==> src/rtl/avalon_pulse_pkg.sv <==
`default_nettype none
// ============================================================================
// Module      : avalon_pulse_pkg
// Description : Shared definitions for the Avalon pulse controller: register
//               word addresses, pulse channel state encoding and the default
//               ID/version constant.
// Revision    : 1.0 - initial release
// ============================================================================
package avalon_pulse_pkg;

    // Register word addresses
    localparam logic [2:0] ADDR_CMD       = 3'd0;
    localparam logic [2:0] ADDR_MODE      = 3'd1;
    localparam logic [2:0] ADDR_STATUS    = 3'd2;
    localparam logic [2:0] ADDR_IRQ_MASK  = 3'd3;
    localparam logic [2:0] ADDR_PULSE_LEN = 3'd4;
    localparam logic [2:0] ADDR_BUSY      = 3'd5;
    localparam logic [2:0] ADDR_ID        = 3'd6;

    // Pulse channel state encoding
    typedef enum logic [0:0] {
        ST_IDLE   = 1'b0,
        ST_ACTIVE = 1'b1
    } chan_state_t;

    // Value returned by the ID register unless overridden
    localparam logic [31:0] DEFAULT_VERSION = 32'h0002_0000;

endpackage : avalon_pulse_pkg
`default_nettype wire

==> src/rtl/pulse_chan.sv <==
`default_nettype none
// ============================================================================
// Module      : pulse_chan
// Description : One strobe channel. A trigger seen while idle and enabled
//               starts a pulse of exactly len cycles; triggers during a pulse
//               are ignored and dropping the enable aborts the pulse.
// Ports       : clk, rst  - clock, synchronous active-high reset
//               trig      - start request (one-cycle strobe)
//               en        - channel enable
//               len       - effective pulse length in cycles (must be >= 1)
//               raw       - pulse level before output inversion
//               busy      - pulse in progress
// Revision    : 1.0 - initial release
// ============================================================================
module pulse_chan
    import avalon_pulse_pkg::*;
#(
    parameter int LEN_W = 8
) (
    input  logic             clk,
    input  logic             rst,
    input  logic             trig,
    input  logic             en,
    input  logic [LEN_W-1:0] len,
    output logic             raw,
    output logic             busy
);

    chan_state_t      r_state;
    logic [LEN_W-1:0] r_cnt;
    logic             r_raw;

    // r_cnt holds the number of pulse cycles remaining including the current
    // one, so the pulse ends on the edge where it reads 1. The "<= 1" guard
    // keeps a zero length from wrapping into a very long pulse.
    always_ff @(posedge clk) begin
        if (rst) begin
            r_state <= ST_IDLE;
            r_cnt   <= '0;
            r_raw   <= 1'b0;
        end else begin
            case (r_state)
                ST_IDLE: begin
                    if (trig && en) begin
                        r_state <= ST_ACTIVE;
                        r_cnt   <= len;
                        r_raw   <= 1'b1;
                    end
                end
                ST_ACTIVE: begin
                    if (!en || (r_cnt <= LEN_W'(1))) begin
                        r_state <= ST_IDLE;
                        r_cnt   <= '0;
                        r_raw   <= 1'b0;
                    end else begin
                        r_cnt   <= r_cnt - LEN_W'(1);
                    end
                end
                default: begin
                    r_state <= ST_IDLE;
                    r_cnt   <= '0;
                    r_raw   <= 1'b0;
                end
            endcase
        end
    end

    assign raw  = r_raw;
    assign busy = r_raw;

endmodule : pulse_chan
`default_nettype wire

==> src/rtl/avalon_pulse_ctrl.sv <==
`default_nettype none
// ============================================================================
// Module      : avalon_pulse_ctrl
// Description : Avalon-MM slave controlling NUM_CH strobe channels. Each
//               channel has a self-clearing trigger, enable/invert bits, a
//               sticky W1C event flag and a maskable level interrupt.
// Ports       : clk, rst             - clock, synchronous active-high reset
//               avs_s0_*             - Avalon-MM slave, read latency 1
//               evt_in[NUM_CH]       - event levels (synchronous to clk)
//               pulse_out[NUM_CH]    - channel pulses after inversion
//               irq                  - registered level interrupt
// Revision    : 1.0 - initial release
// ============================================================================
module avalon_pulse_ctrl
    import avalon_pulse_pkg::*;
#(
    parameter int          NUM_CH  = 3,
    parameter int          DATA_W  = 32,
    parameter int          ADDR_W  = 4,
    parameter int          LEN_W   = 8,
    parameter logic [31:0] VERSION = DEFAULT_VERSION
) (
    input  logic              clk,
    input  logic              rst,
    input  logic [ADDR_W-1:0] avs_s0_address,
    input  logic [DATA_W-1:0] avs_s0_writedata,
    input  logic              avs_s0_write,
    input  logic              avs_s0_read,
    output logic [DATA_W-1:0] avs_s0_readdata,
    output logic              avs_s0_readdatavalid,
    input  logic [NUM_CH-1:0] evt_in,
    output logic [NUM_CH-1:0] pulse_out,
    output logic              irq
);

    // Registers
    logic [2*NUM_CH-1:0] r_mode;
    logic [NUM_CH-1:0]   r_status;
    logic [NUM_CH-1:0]   r_mask;
    logic [LEN_W-1:0]    r_len;
    logic [NUM_CH-1:0]   r_evt_prev;
    logic                r_irq;
    logic [DATA_W-1:0]   r_rdata;
    logic                r_rdv;

    // Decode and datapath
    logic                w_wr_cmd;
    logic                w_wr_mode;
    logic                w_wr_status;
    logic                w_wr_mask;
    logic                w_wr_len;
    logic [NUM_CH-1:0]   w_trig;
    logic [NUM_CH-1:0]   w_en;
    logic [NUM_CH-1:0]   w_inv;
    logic [LEN_W-1:0]    w_len_eff;
    logic [NUM_CH-1:0]   w_rise;
    logic [NUM_CH-1:0]   w_clr;
    logic [NUM_CH-1:0]   w_raw;
    logic [NUM_CH-1:0]   w_busy;
    logic [DATA_W-1:0]   w_rdata;
    logic                w_unused_wdata;

    assign w_wr_cmd    = avs_s0_write && (avs_s0_address == ADDR_W'(ADDR_CMD));
    assign w_wr_mode   = avs_s0_write && (avs_s0_address == ADDR_W'(ADDR_MODE));
    assign w_wr_status = avs_s0_write && (avs_s0_address == ADDR_W'(ADDR_STATUS));
    assign w_wr_mask   = avs_s0_write && (avs_s0_address == ADDR_W'(ADDR_IRQ_MASK));
    assign w_wr_len    = avs_s0_write && (avs_s0_address == ADDR_W'(ADDR_PULSE_LEN));

    assign w_trig    = w_wr_cmd    ? avs_s0_writedata[NUM_CH-1:0] : '0;
    assign w_clr     = w_wr_status ? avs_s0_writedata[NUM_CH-1:0] : '0;
    assign w_en      = r_mode[NUM_CH-1:0];
    assign w_inv     = r_mode[2*NUM_CH-1:NUM_CH];
    assign w_len_eff = (r_len == '0) ? LEN_W'(1) : r_len;
    assign w_rise    = evt_in & ~r_evt_prev;

    // Upper write-data bits have no register behind them
    assign w_unused_wdata = ^avs_s0_writedata;

    // Register file, event capture, interrupt and read response
    always_ff @(posedge clk) begin
        if (rst) begin
            r_mode     <= '0;
            r_status   <= '0;
            r_mask     <= '0;
            r_len      <= LEN_W'(1);
            r_evt_prev <= '0;
            r_irq      <= 1'b0;
            r_rdata    <= '0;
            r_rdv      <= 1'b0;
        end else begin
            if (w_wr_mode) r_mode <= avs_s0_writedata[2*NUM_CH-1:0];
            if (w_wr_mask) r_mask <= avs_s0_writedata[NUM_CH-1:0];
            if (w_wr_len)  r_len  <= avs_s0_writedata[LEN_W-1:0];
            // Set is OR-ed in after the clear so a coincident event wins
            r_status   <= (r_status & ~w_clr) | w_rise;
            r_evt_prev <= evt_in;
            r_irq      <= |(r_status & r_mask);
            r_rdv      <= avs_s0_read;
            // Mux reads the pre-edge registers, so a same-cycle write to the
            // addressed register returns the old value
            if (avs_s0_read) r_rdata <= w_rdata;
        end
    end

    always_comb begin
        w_rdata = '0;
        case (avs_s0_address)
            ADDR_W'(ADDR_MODE):      w_rdata = DATA_W'(r_mode);
            ADDR_W'(ADDR_STATUS):    w_rdata = DATA_W'(r_status);
            ADDR_W'(ADDR_IRQ_MASK):  w_rdata = DATA_W'(r_mask);
            ADDR_W'(ADDR_PULSE_LEN): w_rdata = DATA_W'(r_len);
            ADDR_W'(ADDR_BUSY):      w_rdata = DATA_W'(w_busy);
            ADDR_W'(ADDR_ID):        w_rdata = DATA_W'(VERSION);
            default:                 w_rdata = '0;
        endcase
    end

    generate
        for (genvar gi = 0; gi < NUM_CH; gi++) begin : g_chan
            pulse_chan #(
                .LEN_W (LEN_W)
            ) u_chan (
                .clk  (clk),
                .rst  (rst),
                .trig (w_trig[gi]),
                .en   (w_en[gi]),
                .len  (w_len_eff),
                .raw  (w_raw[gi]),
                .busy (w_busy[gi])
            );
        end
    endgenerate

    assign pulse_out            = w_raw ^ w_inv;
    assign irq                  = r_irq;
    assign avs_s0_readdata      = r_rdata;
    assign avs_s0_readdatavalid = r_rdv;

endmodule : avalon_pulse_ctrl
`default_nettype wire

==> config.mk <==
export PLATFORM = sky130hd
export DESIGN_NAME = avalon_pulse_ctrl
export DESIGN_NICKNAME = d
export VERILOG_FILES = /design/src/rtl/avalon_pulse_pkg.sv /design/src/rtl/pulse_chan.sv /design/src/rtl/avalon_pulse_ctrl.sv
export SDC_FILE = /design/constraint.sdc
export NUM_CORES = 1
export LEC_CHECK = 0
export ABC_AREA = 1
export CORE_AREA = 2 2 88 90
export DETAILED_ROUTE_END_ITERATION = 10
export DIE_AREA = 0 0 90 92
export PLACE_DENSITY = 0.86
export SETUP_SLACK_MARGIN = 0.3
export SYNTH_ARGS = -nofsm -noshare
export SYNTH_HDL_FRONTEND = slang
export SYNTH_SLANG_ARGS = --single-unit
==> constraint.sdc <==
create_clock -name clk -period 4.2 [get_ports clk]
set_input_delay 1.05 -clock clk [delete_from_list [all_inputs] [get_ports clk]]
set_output_delay 1.05 -clock clk [all_outputs]
set_load 0.01 [all_outputs]
==> results of run 1 <==
## synthesized netlist by cell type (3+ instances only)
master    instances  share of area [%]
ha_1              6                2.1
o21bai_1          3               0.63
o21ai_0          51                7.1
o21ai_1           4               0.56
xor2_1            8                1.9
clkbuf_1          8               0.83
a21oi_1          31                4.3
nand2_1          99                 10
nor2_1           99                 10
dfxtp_1          64                 36
nand3_1          52                7.2
xnor2_1           3               0.73
buf_4            23                4.8
nand4_1          12                2.1
inv_1            71                7.4
## routing by layer
metal	vias to the layer above	GRT usage, %	share of wire, %
met5	-	0	0
met4	0	7.69	2.0
met3	14	3.04	5.8
met2	143	33.3	48
met1	1599	25.7	44
li1	1777	-	-
## sequential cells by signal, indices dropped and copies added (netlist names)
name	flops
g_chan.u_chan.r_cnt	24
avs_s0_readdata	9
r_len	8
r_mode	6
g_chan.u_chan.busy	3
g_chan.u_chan.r_state	3
r_evt_prev	3
r_mask	3
r_status	3
avs_s0_readdatavalid	1
irq	1
## worst max-delay path, cell delays in order
cell             delay [ps]
clkdlybuf4s50_1         510
nor2_2                  290
inv_2                    70
nor2_4                  270
nand2_2                 120
nand2_1                 280
o21ai_0                 140
nor2_1                  100
nor2_1                   40
## how the worst max path moves through the flow
stage          slack [ps]              start  depth (start not counted)                                      to
6_report             1550  avs_s0_address[0]                          9  g_chan[0].u_chan.r_cnt[4]$_SDFFE_PP0P_
5_1_grt              1360  avs_s0_address[0]                          9  g_chan[0].u_chan.r_cnt[1]$_SDFFE_PP0P_
4_1_cts              1570  avs_s0_address[0]                          9  g_chan[0].u_chan.r_cnt[4]$_SDFFE_PP0P_
3_5_place_dp         1200  avs_s0_address[0]                          9  g_chan[0].u_chan.r_cnt[4]$_SDFFE_PP0P_
3_3_place_gp         1220  avs_s0_address[0]                          9  g_chan[0].u_chan.r_cnt[4]$_SDFFE_PP0P_
2_1_floorplan        2130  avs_s0_address[0]                          9  g_chan[2].u_chan.r_cnt[7]$_SDFFE_PP0P_
## kinds of logic (layout without fill, tap and decap cells)
kind of cell,Yosys count,in the layout,synth area share (%)
AND/OR/NAND/NOR,274,274,32.5
buffers and inverters,109,122,14.2
AO/OA/AOI/OAI,90,90,12.8
flip-flops,64,64,35.6
XOR/XNOR,11,11,2.67
adder cells (fa/ha/maj),6,6,2.08
other,1,23,0.104
## through the flow
| stage | area (sq um) | power, mW |
|---|---|---|
| final | 4080 | 1.17 |
| after global routing | 4080 | 1.22 |
| after CTS | 4080 | 1.18 |
| after detailed placement | 3910 | 0.719 |
| after global placement | 3910 | 0.718 |
| after floorplan | 3680 | 0.697 |
## area by class of cell
type	count	area [sq um]
inverters	73	274
repair buffers	34	335
flip-flops and latches	64	1280
well taps	102	128
multi-input cells	404	1890
fillers	704	3370
clock inverters	3	17.5
clock buffers	12	155
## power by group
group	total, mW	switching (mW)	internal, mW
sequential	0.623	0.00683	0.616
clock	0.467	0.226	0.241
combinational	0.0842	0.0531	0.0311
==> key figures, run 1 <==
Logic synthesis
  • Synth unique cells: 30
  • Post-synth EDFFs: 0
  • Synth async-reset ratio: 0%
  • Sequential cell area fraction in the yosys report: 35.6%
  • Top FF cell, synth: dfxtp_1
  • Mapped Cells: 555
  • Mean post-synth cell area: 6.49 sq um
  • Syn. warnings: 0
  • Synth Register Bits: 64
  • Netlist Area Pre-Place: 3600 sq um

Global routing
  • Global-route wire length before repair: 13600 microns
  • Vias in the first global route: 2977
  • GRT Total Usage: 19.8%
  • Antenna violations before repair: 0
  • Total gr overflow: 0
  • Largest net degree at the start of global routing: 42

STA
  • Final setup violation count: 0
  • Slew @ Worst Pin: 608 ps
  • Final setup margin: 1550 ps
  • Slew headroom: 59.0%
  • Setup tns final: 0 ps
  • Hold slack: 466 ps
  • RSZ-0062 raised after global routing: no
  • Final Max Tran Viols: 0
  • Ratio of final minimum period to clock period: 63.2%
  • Achievable Freq: 377 MHz
  • Clock Skew: 9.26 ps
  • Minimum clock period: 2650 ps
  • Fin. Hold Viols: 0

Worst setup path
  • R2R setup slack: 2410 ps
  • CP arrival: 2890 ps
  • WS Path Type: input port to flop
  • Critical Path Source Type: input port
  • Req. time, crit path: 4440 ps
  • Worst r2r path cells: 8
  • CP max FO: 12
  • Reg2Reg Launch Point: g_chan[1].u_chan.r_cnt[0]$_SDFFE_PP0P_
  • CP endpoint kind: flop
  • Reg-to-reg endpoint: g_chan[1].u_chan.busy$_SDFFE_PP0P_

Flow run
  • Maxcap violations: 0

Clocking
  • Post-cts sizing count: 0
  • CTS max path bufs: 2
  • Clock transition at path regs: 70 ps
  • TritonCTS Buffers: 9
  • CTS tree: built
  • Root Buffer: clkbuf_8
  • Setup bufs post-CTS: 0
  • Hold-fix buffers, CTS: 0
  • Clock Latency Late Sink: 340 ps
  • Clock Sinks: 64
  • H-tree Lvls: 3

Placed design
  • Placer Congestion: 0.929
  • Placed cell count: 677
  • Pre-CTS setup slack: 1200 ps
  • Buffers added on ports: 32
  • Post-DP HPWL: 5940 microns

Cells and area
  • Most frequent cells in the layout: nor2_1 (99), nand2_1 (99), inv_1 (71)
  • Finished Core Util: 54.8%
  • Diode count: 0
  • Layout cells sized above 1: 4.41%
  • Syn-to-layout area delta: 13.3%
  • Final cell count without fillers: 692
  • Nets: 635

Floorplan
  • Die area: 8280 sq um
  • Chip Width: 90 microns
  • Initial core utilization: 48.4%
  • Row cnt: 32
  • Io pins: 80
  • CORE AREA: 7450 sq um
  • Die Y: 92 microns

Pwr
  • P per Cell Area: 288 nW/um^2
  • Worst vdd ir: 0.000247 V
  • Leakage: 1.98 nW

Worst hold path
  • Min-delay src: r_mask[2]$_SDFFE_PP0P_
  • Hold WC Path Type: flop to flop
  • Hold depth: 2
  • Worst hold endpoint: r_mask[2]$_SDFFE_PP0P_

Route
  • DRT iter0 DRCs: 235
  • Vias/cell: 5.11
  • Post-detailed-route count of antenna-violating nets: 0
  • Wire per inst: 11.9 microns
  • Via count: 3533
  • DRT Pass-1 Iters: 5
  • Final wirelength: 8220 microns
  • Drt drc: 0

Outcome
  • Outcome: finished clean
(Power assumes the default switching activity.)
==> run 2, diff against run 1 <==
==> constraint.sdc (replaced) <==
create_clock -name clk -period 2.73 [get_ports clk]
set_input_delay 0.6825 -clock clk [delete_from_list [all_inputs] [get_ports clk]]
set_output_delay 0.6825 -clock clk [all_outputs]
set_load 0.01 [all_outputs]
==> key figures, run 2 (synthesis gave the netlist of run 1 again) <==
Outcome
  • Outcome: finished clean

Floorplan
  • Io pins: 80
  • Die Y: 92 microns
  • Chip Width: 90 microns
  • Initial core utilization: 48.4%
  • CORE AREA: 7450 sq um
  • Row cnt: 32
  • Die area: 8280 sq um

Route
  • Post-detailed-route count of antenna-violating nets: 0
  • Drt drc: 0
  • DRT iter0 DRCs: 330
  • Vias/cell: 5.10
  • DRT Pass-1 Iters: 6
  • Wire per inst: 12.5 microns
  • Final wirelength: 8710 microns
  • Via count: 3567

Cells and area
  • Most flops, register: g_chan.u_chan.r_cnt
  • Finished Core Util: 55.8%
  • Diode count: 0
  • Most frequent cells in the layout: nor2_1 (99), nand2_1 (99), inv_1 (71)
  • Nets: 641
  • Layout cells sized above 1: 5.36%
  • Total of fill cells in the finished design: 702
  • Syn-to-layout area delta: 15.3%
  • Max reg flops: 24

STA
  • Minimum clock period: 2200 ps
  • Fin. Hold Viols: 0
  • Setup tns final: 0 ps
  • Slew @ Worst Pin: 507 ps
  • Clock Skew: 5.15 ps
  • Final Max Tran Viols: 0
  • Achievable Freq: 454 MHz
  • Slew headroom: 65.8%
  • Final setup violation count: 0
  • RSZ-0062 raised after global routing: no
  • Hold slack: 469 ps
  • Ratio of final minimum period to clock period: 80.6%

Pwr
  • Combinational share of power: 7.1%
  • Flop pwr share: 50.1%
  • Clock share of power: 42.8%
  • Int Power: 1.47 mW
  • Sw Ratio: 23.3%
  • P per Cell Area: 461 nW/um^2
  • Worst vdd ir: 0.000349 V
  • NetSw: 0.446 mW
  • Leakage: 2.02 nW

Global routing
  • Largest net degree at the start of global routing: 38
  • GRT Total Usage: 21.8%
  • Vias in the first global route: 3315
  • Antenna violations before repair: 0
  • Global-route wire length before repair: 14800 microns
  • Total gr overflow: 0

Clocking
  • TritonCTS Buffers: 9
  • Clock Sinks: 64
  • H-tree Lvls: 3
  • Clock transition at path regs: 70 ps
  • Setup bufs post-CTS: 0
  • Hold-fix buffers, CTS: 0
  • CTS tree: built
  • Clock Latency Late Sink: 340 ps
  • CTS max path bufs: 2
  • Root Buffer: clkbuf_8
  • Post-cts sizing count: 0

Worst hold path
  • Min-delay src: avs_s0_readdata[4]$_SDFFE_PP0P_
  • Hold depth: 2
  • Hold WC Path Type: flop to flop
  • Worst hold endpoint: avs_s0_readdata[4]$_SDFFE_PP0P_

Worst setup path
  • Slowest stage cell, crit path: clkdlybuf4s50_1
  • Critical Path Source Type: flop
  • WS Path Type: flop to output pin
  • CP cell instances: xor2_1 > clkdlybuf4s50_1
  • CP arrival: 1520 ps
  • Reg2Reg Launch Point: g_chan[1].u_chan.r_cnt[0]$_SDFFE_PP0P_
  • CP max FO: 3
  • Slowest stage delay, CP: 560 ps
  • Reg-to-reg endpoint: g_chan[1].u_chan.r_state$_SDFF_PP0_
  • Worst r2r path cells: 8
  • CP endpoint kind: output pin
  • R2R setup slack: 880 ps
  • Req. time, crit path: 2050 ps

Flow run
  • Maxcap violations: 0

Placed design
  • Placer Congestion: 0.911
  • Buffers added on ports: 32
  • Post-DP HPWL: 6300 microns
[run 2: area by class of cell]
cell class | count | area [sq um] | area share [%]
clock inverters | 3 | 40.0 | 0.964
repair buffers | 40 | 380 | 9.16
flip-flops and latches | 64 | 1280 | 30.9
inverters | 73 | 274 | 6.60
multi-input cells | 404 | 1890 | 45.5
well taps | 102 | 128 | 3.07
clock buffers | 13 | 159 | 3.83
[run 2: per-stage QoR]
step / setup slack (ps) / total power [mW] / std cells / cell area, sq um
after global routing: 410 / 1.98 / 699 / 4150
after detailed placement: 245 / 1.11 / 683 / 3950
after global placement: 314 / 1.11 / 683 / 3950
final: 529 / 1.91 / 699 / 4150
after CTS: 539 / 1.93 / 699 / 4150
after floorplan: 1020 / 1.07 / 577 / 3680
[run 2: layer usage]
| layer | global-route usage (%) | up-vias | wire length [microns] |
|---|---|---|---|
| li1 | - | 1801 | - |
| met4 | 10.9 | 0 | 294 |
| met3 | 2.88 | 28 | 550 |
| met1 | 26.4 | 1584 | 3720 |
| met2 | 38.1 | 154 | 4150 |
| met5 | 0 | - | 0 |
[run 2: power groups by stage]
stage	logic, mW	clock network, mW	registers [mW]
final	0.136	0.820	0.958
after global routing	0.152	0.866	0.959
after CTS	0.135	0.833	0.958
after detailed placement	0.134	0	0.979
after global placement	0.131	0	0.978
after floorplan	0.0959	0	0.976
[run 2: how the worst max path moves through the flow]
stage,startpoint,end,slack (ps)
after floorplan,avs_s0_address[0],g_chan[2].u_chan.r_cnt[7]$_SDFFE_PP0P_,1020
after global placement,avs_s0_address[0],g_chan[0].u_chan.r_cnt[4]$_SDFFE_PP0P_,310
after detailed placement,avs_s0_address[0],g_chan[0].u_chan.r_cnt[4]$_SDFFE_PP0P_,250
after CTS,r_mode[3]$_SDFFE_PP0P_,pulse_out[0],540
after global routing,avs_s0_address[0],g_chan[0].u_chan.r_cnt[4]$_SDFFE_PP0P_,410
final,r_mode[3]$_SDFFE_PP0P_,pulse_out[0],530
[run 2: worst max-delay path, delay by kind of cell (launching register included)]
family                    cells  cell delay [ps]
buffers and inverters         1              560
DFF                           1              400
xor gates and xnor gates      1              210
==> run 3, diff against run 2 <==
--- a/config.mk
+++ b/config.mk
@@ -6,10 +6,10 @@
 export NUM_CORES = 1
 export LEC_CHECK = 0
 export ABC_AREA = 1
-export CORE_AREA = 2 2 88 90
+export CORE_AREA = 2 2 92 94
 export DETAILED_ROUTE_END_ITERATION = 10
-export DIE_AREA = 0 0 90 92
-export PLACE_DENSITY = 0.86
+export DIE_AREA = 0 0 94 96
+export PLACE_DENSITY = 0.83
 export SETUP_SLACK_MARGIN = 0.3
 export SYNTH_ARGS = -nofsm -noshare
 export SYNTH_HDL_FRONTEND = slang
==> constraint.sdc (replaced) <==
create_clock -name clk -period 2 [get_ports clk]
set_input_delay 0.5 -clock clk [delete_from_list [all_inputs] [get_ports clk]]
set_output_delay 0.5 -clock clk [all_outputs]
set_load 0.01 [all_outputs]
==> key figures, run 3 (synthesis gave the netlist of run 1 again) <==
Outcome
  • Outcome: finished clean

Floorplan
  • Die area: 9020 sq um
  • Chip Width: 94 microns
  • Row cnt: 33
  • Die Y: 96 microns
  • Io pins: 80
  • CORE AREA: 8050 sq um
  • Initial core utilization: 44.7%

Worst hold path
  • Worst hold endpoint: r_mask[2]$_SDFFE_PP0P_
  • Hold WC Path Type: flop to flop
  • Min-delay src: r_mask[2]$_SDFFE_PP0P_
  • Hold depth: 2

Worst setup path
  • Slowest stage cell, crit path: dfxtp_1
  • Req. time, crit path: 2290 ps
  • Worst r2r path cells: 7
  • Slowest stage delay, CP: 380 ps
  • Critical Path Most Common Cell: o21ai_0
  • WS Path Type: flop to flop
  • CP max FO: 5
  • CP arrival: 1950 ps
  • Reg-to-reg endpoint: g_chan[0].u_chan.busy$_SDFFE_PP0P_
  • Critical Path Source Type: flop
  • CP cell instances: inv_1 > ha_1 > o21ai_0 > nor2_1 > nor2_2 > o21ai_0 > a21oi_1
  • CP endpoint kind: flop
  • Reg2Reg Launch Point: g_chan[0].u_chan.r_cnt[0]$_SDFFE_PP0P_
  • R2R setup slack: 340 ps

Placed design
  • Placer Congestion: 0.872
  • Placed instance area: 4120 sq um
  • Placed cell count: 702
  • Post-DP HPWL: 6620 microns
  • Buffers added on ports: 32

Pwr
  • Int Power: 2.11 mW
  • Combinational share of power: 7.3%
  • NetSw: 0.649 mW
  • Leakage: 2.24 nW
  • Worst vdd ir: 0.000436 V
  • Clock share of power: 45.3%
  • Total Power: 2.76 mW
  • P per Cell Area: 626 nW/um^2
  • Flop pwr share: 47.4%
  • Sw Ratio: 23.5%

Clocking
  • Clock transition at path regs: 70 ps
  • H-tree Lvls: 3
  • CTS tree: built
  • Clock Latency Late Sink: 350 ps
  • Hold-fix buffers, CTS: 0
  • Root Buffer: clkbuf_8
  • Clock Sinks: 64
  • CTS max path bufs: 2
  • TritonCTS Buffers: 9

Route
  • Post-detailed-route count of antenna-violating nets: 0
  • Vias/cell: 5.06
  • DRT Pass-1 Iters: 5
  • Wire per inst: 12.7 microns
  • DRT iter0 DRCs: 288
  • Drt drc: 0
  • Via count: 3651
  • Final wirelength: 9150 microns

Flow run
  • Maxcap violations: 0

STA
  • Minimum clock period: 1660 ps
  • Fin. Hold Viols: 0
  • Slew @ Worst Pin: 586 ps
  • Final setup violation count: 0
  • Clock Skew: 6.04 ps
  • Slew headroom: 60.5%
  • Achievable Freq: 602 MHz
  • RSZ-0062 raised after global routing: no
  • Ratio of final minimum period to clock period: 83.1%
  • Final Max Tran Viols: 0
  • Hold slack: 466 ps

Cells and area
  • Most frequent cells in the layout: nor2_1 (97), nand2_1 (97), inv_1 (70)
  • Syn-to-layout area delta: 22.2%
  • Nets: 660
  • Most flops, register: g_chan.u_chan.r_cnt
  • Final cell count without fillers: 721
  • Max reg flops: 24
  • Diode count: 0
  • Layout cells sized above 1: 10.9%
  • Design area: 4400 sq um

Global routing
  • GRT Total Usage: 21.0%
  • Antenna violations before repair: 0
  • Total gr overflow: 0
  • Global-route wire length before repair: 15100 microns
  • Vias in the first global route: 3363
  • Largest net degree at the start of global routing: 42
-- run 3: cell types whose count changed in the layout (fill, tap and decap cells not counted), sizes merged --
| cell | before | now |
|---|---|---|
| clkdlybuf4s50 | 32 | 14 |
| clkinvlp | 0 | 2 |
| bufinv | 1 | 2 |
| dlygate4sd2 | 0 | 10 |
| clkbuf | 13 | 14 |
| clkinv | 3 | 2 |
| dlymetal6s2s | 0 | 5 |
| buf | 8 | 27 |
-- run 3: metal layers --
layer	GRT usage, %	vias up	share of wire, %	wire (microns)
met5	0	-	0	0
met4	8.82	0	1.5	135
met3	2.74	12	5.2	476
met2	37.0	128	50	4540
met1	25.8	1677	44	4000
li1	-	1834	-	-
-- run 3: worst max-delay path: cells and delay by family (launching register included) --
family	cells	cell delay, ps
compound gates	3	530
flops	1	380
simple gates	2	330
fa+ha+maj	1	260
buf+inv	1	100
-- run 3: power groups by stage --
stage	Combinational, mW	Sequential [mW]	Clock, mW
floorplan	0.131	1.33	0
global placement	0.196	1.34	0
detailed placement	0.200	1.34	0
CTS	0.200	1.31	1.25
global route	0.223	1.31	1.31
finish	0.201	1.31	1.25
-- run 3: final cells by class --
type                       count  area [sq um]
inverter                      73           274
tap                          105           131
timing repair buffer          59           546
clock buffer                  11           141
multi-input combinational    404          1950
sequential                    64          1280
fill                         761          3650
clock inverter                 5          80.1
-- run 3: how the worst max path moves through the flow --
stage	from	endpoint	slack, ps	cells past startpoint
floorplan	avs_s0_address[0]	g_chan[2].u_chan.r_cnt[7]$_SDFFE_PP0P_	480	9
global placement	avs_s0_address[3]	g_chan[2].u_chan.r_cnt[7]$_SDFFE_PP0P_	-100	9
detailed placement	avs_s0_address[3]	g_chan[0].u_chan.r_cnt[7]$_SDFFE_PP0P_	-170	9
CTS	r_mode[3]$_SDFFE_PP0P_	pulse_out[0]	280	2
global route	g_chan[0].u_chan.r_cnt[0]$_SDFFE_PP0P_	g_chan[0].u_chan.busy$_SDFFE_PP0P_	230	7
finish	g_chan[0].u_chan.r_cnt[0]$_SDFFE_PP0P_	g_chan[0].u_chan.busy$_SDFFE_PP0P_	340	7
-- run 3: per-stage QoR --
| stage | setup slack [ps] | setup TNS [ps] | utilization (%) |
|---|---|---|---|
| 5_1_grt | 229 | 0 | 54.7 |
| 3_3_place_gp | -99.0 | -1200 | 51.1 |
| 4_1_cts | 278 | 0 | 53.8 |
| 6_report | 338 | 0 | 54.7 |
| 2_1_floorplan | 476 | 0 | - |
| 3_5_place_dp | -173 | -2320 | 51.1 |
-- run 3: repair_timing --
item	4_1_cts	5_1_grt
setup buffers	0	3
pin swaps	1	7
resized for setup	17	28
endpoints found under the setup margin	33	54
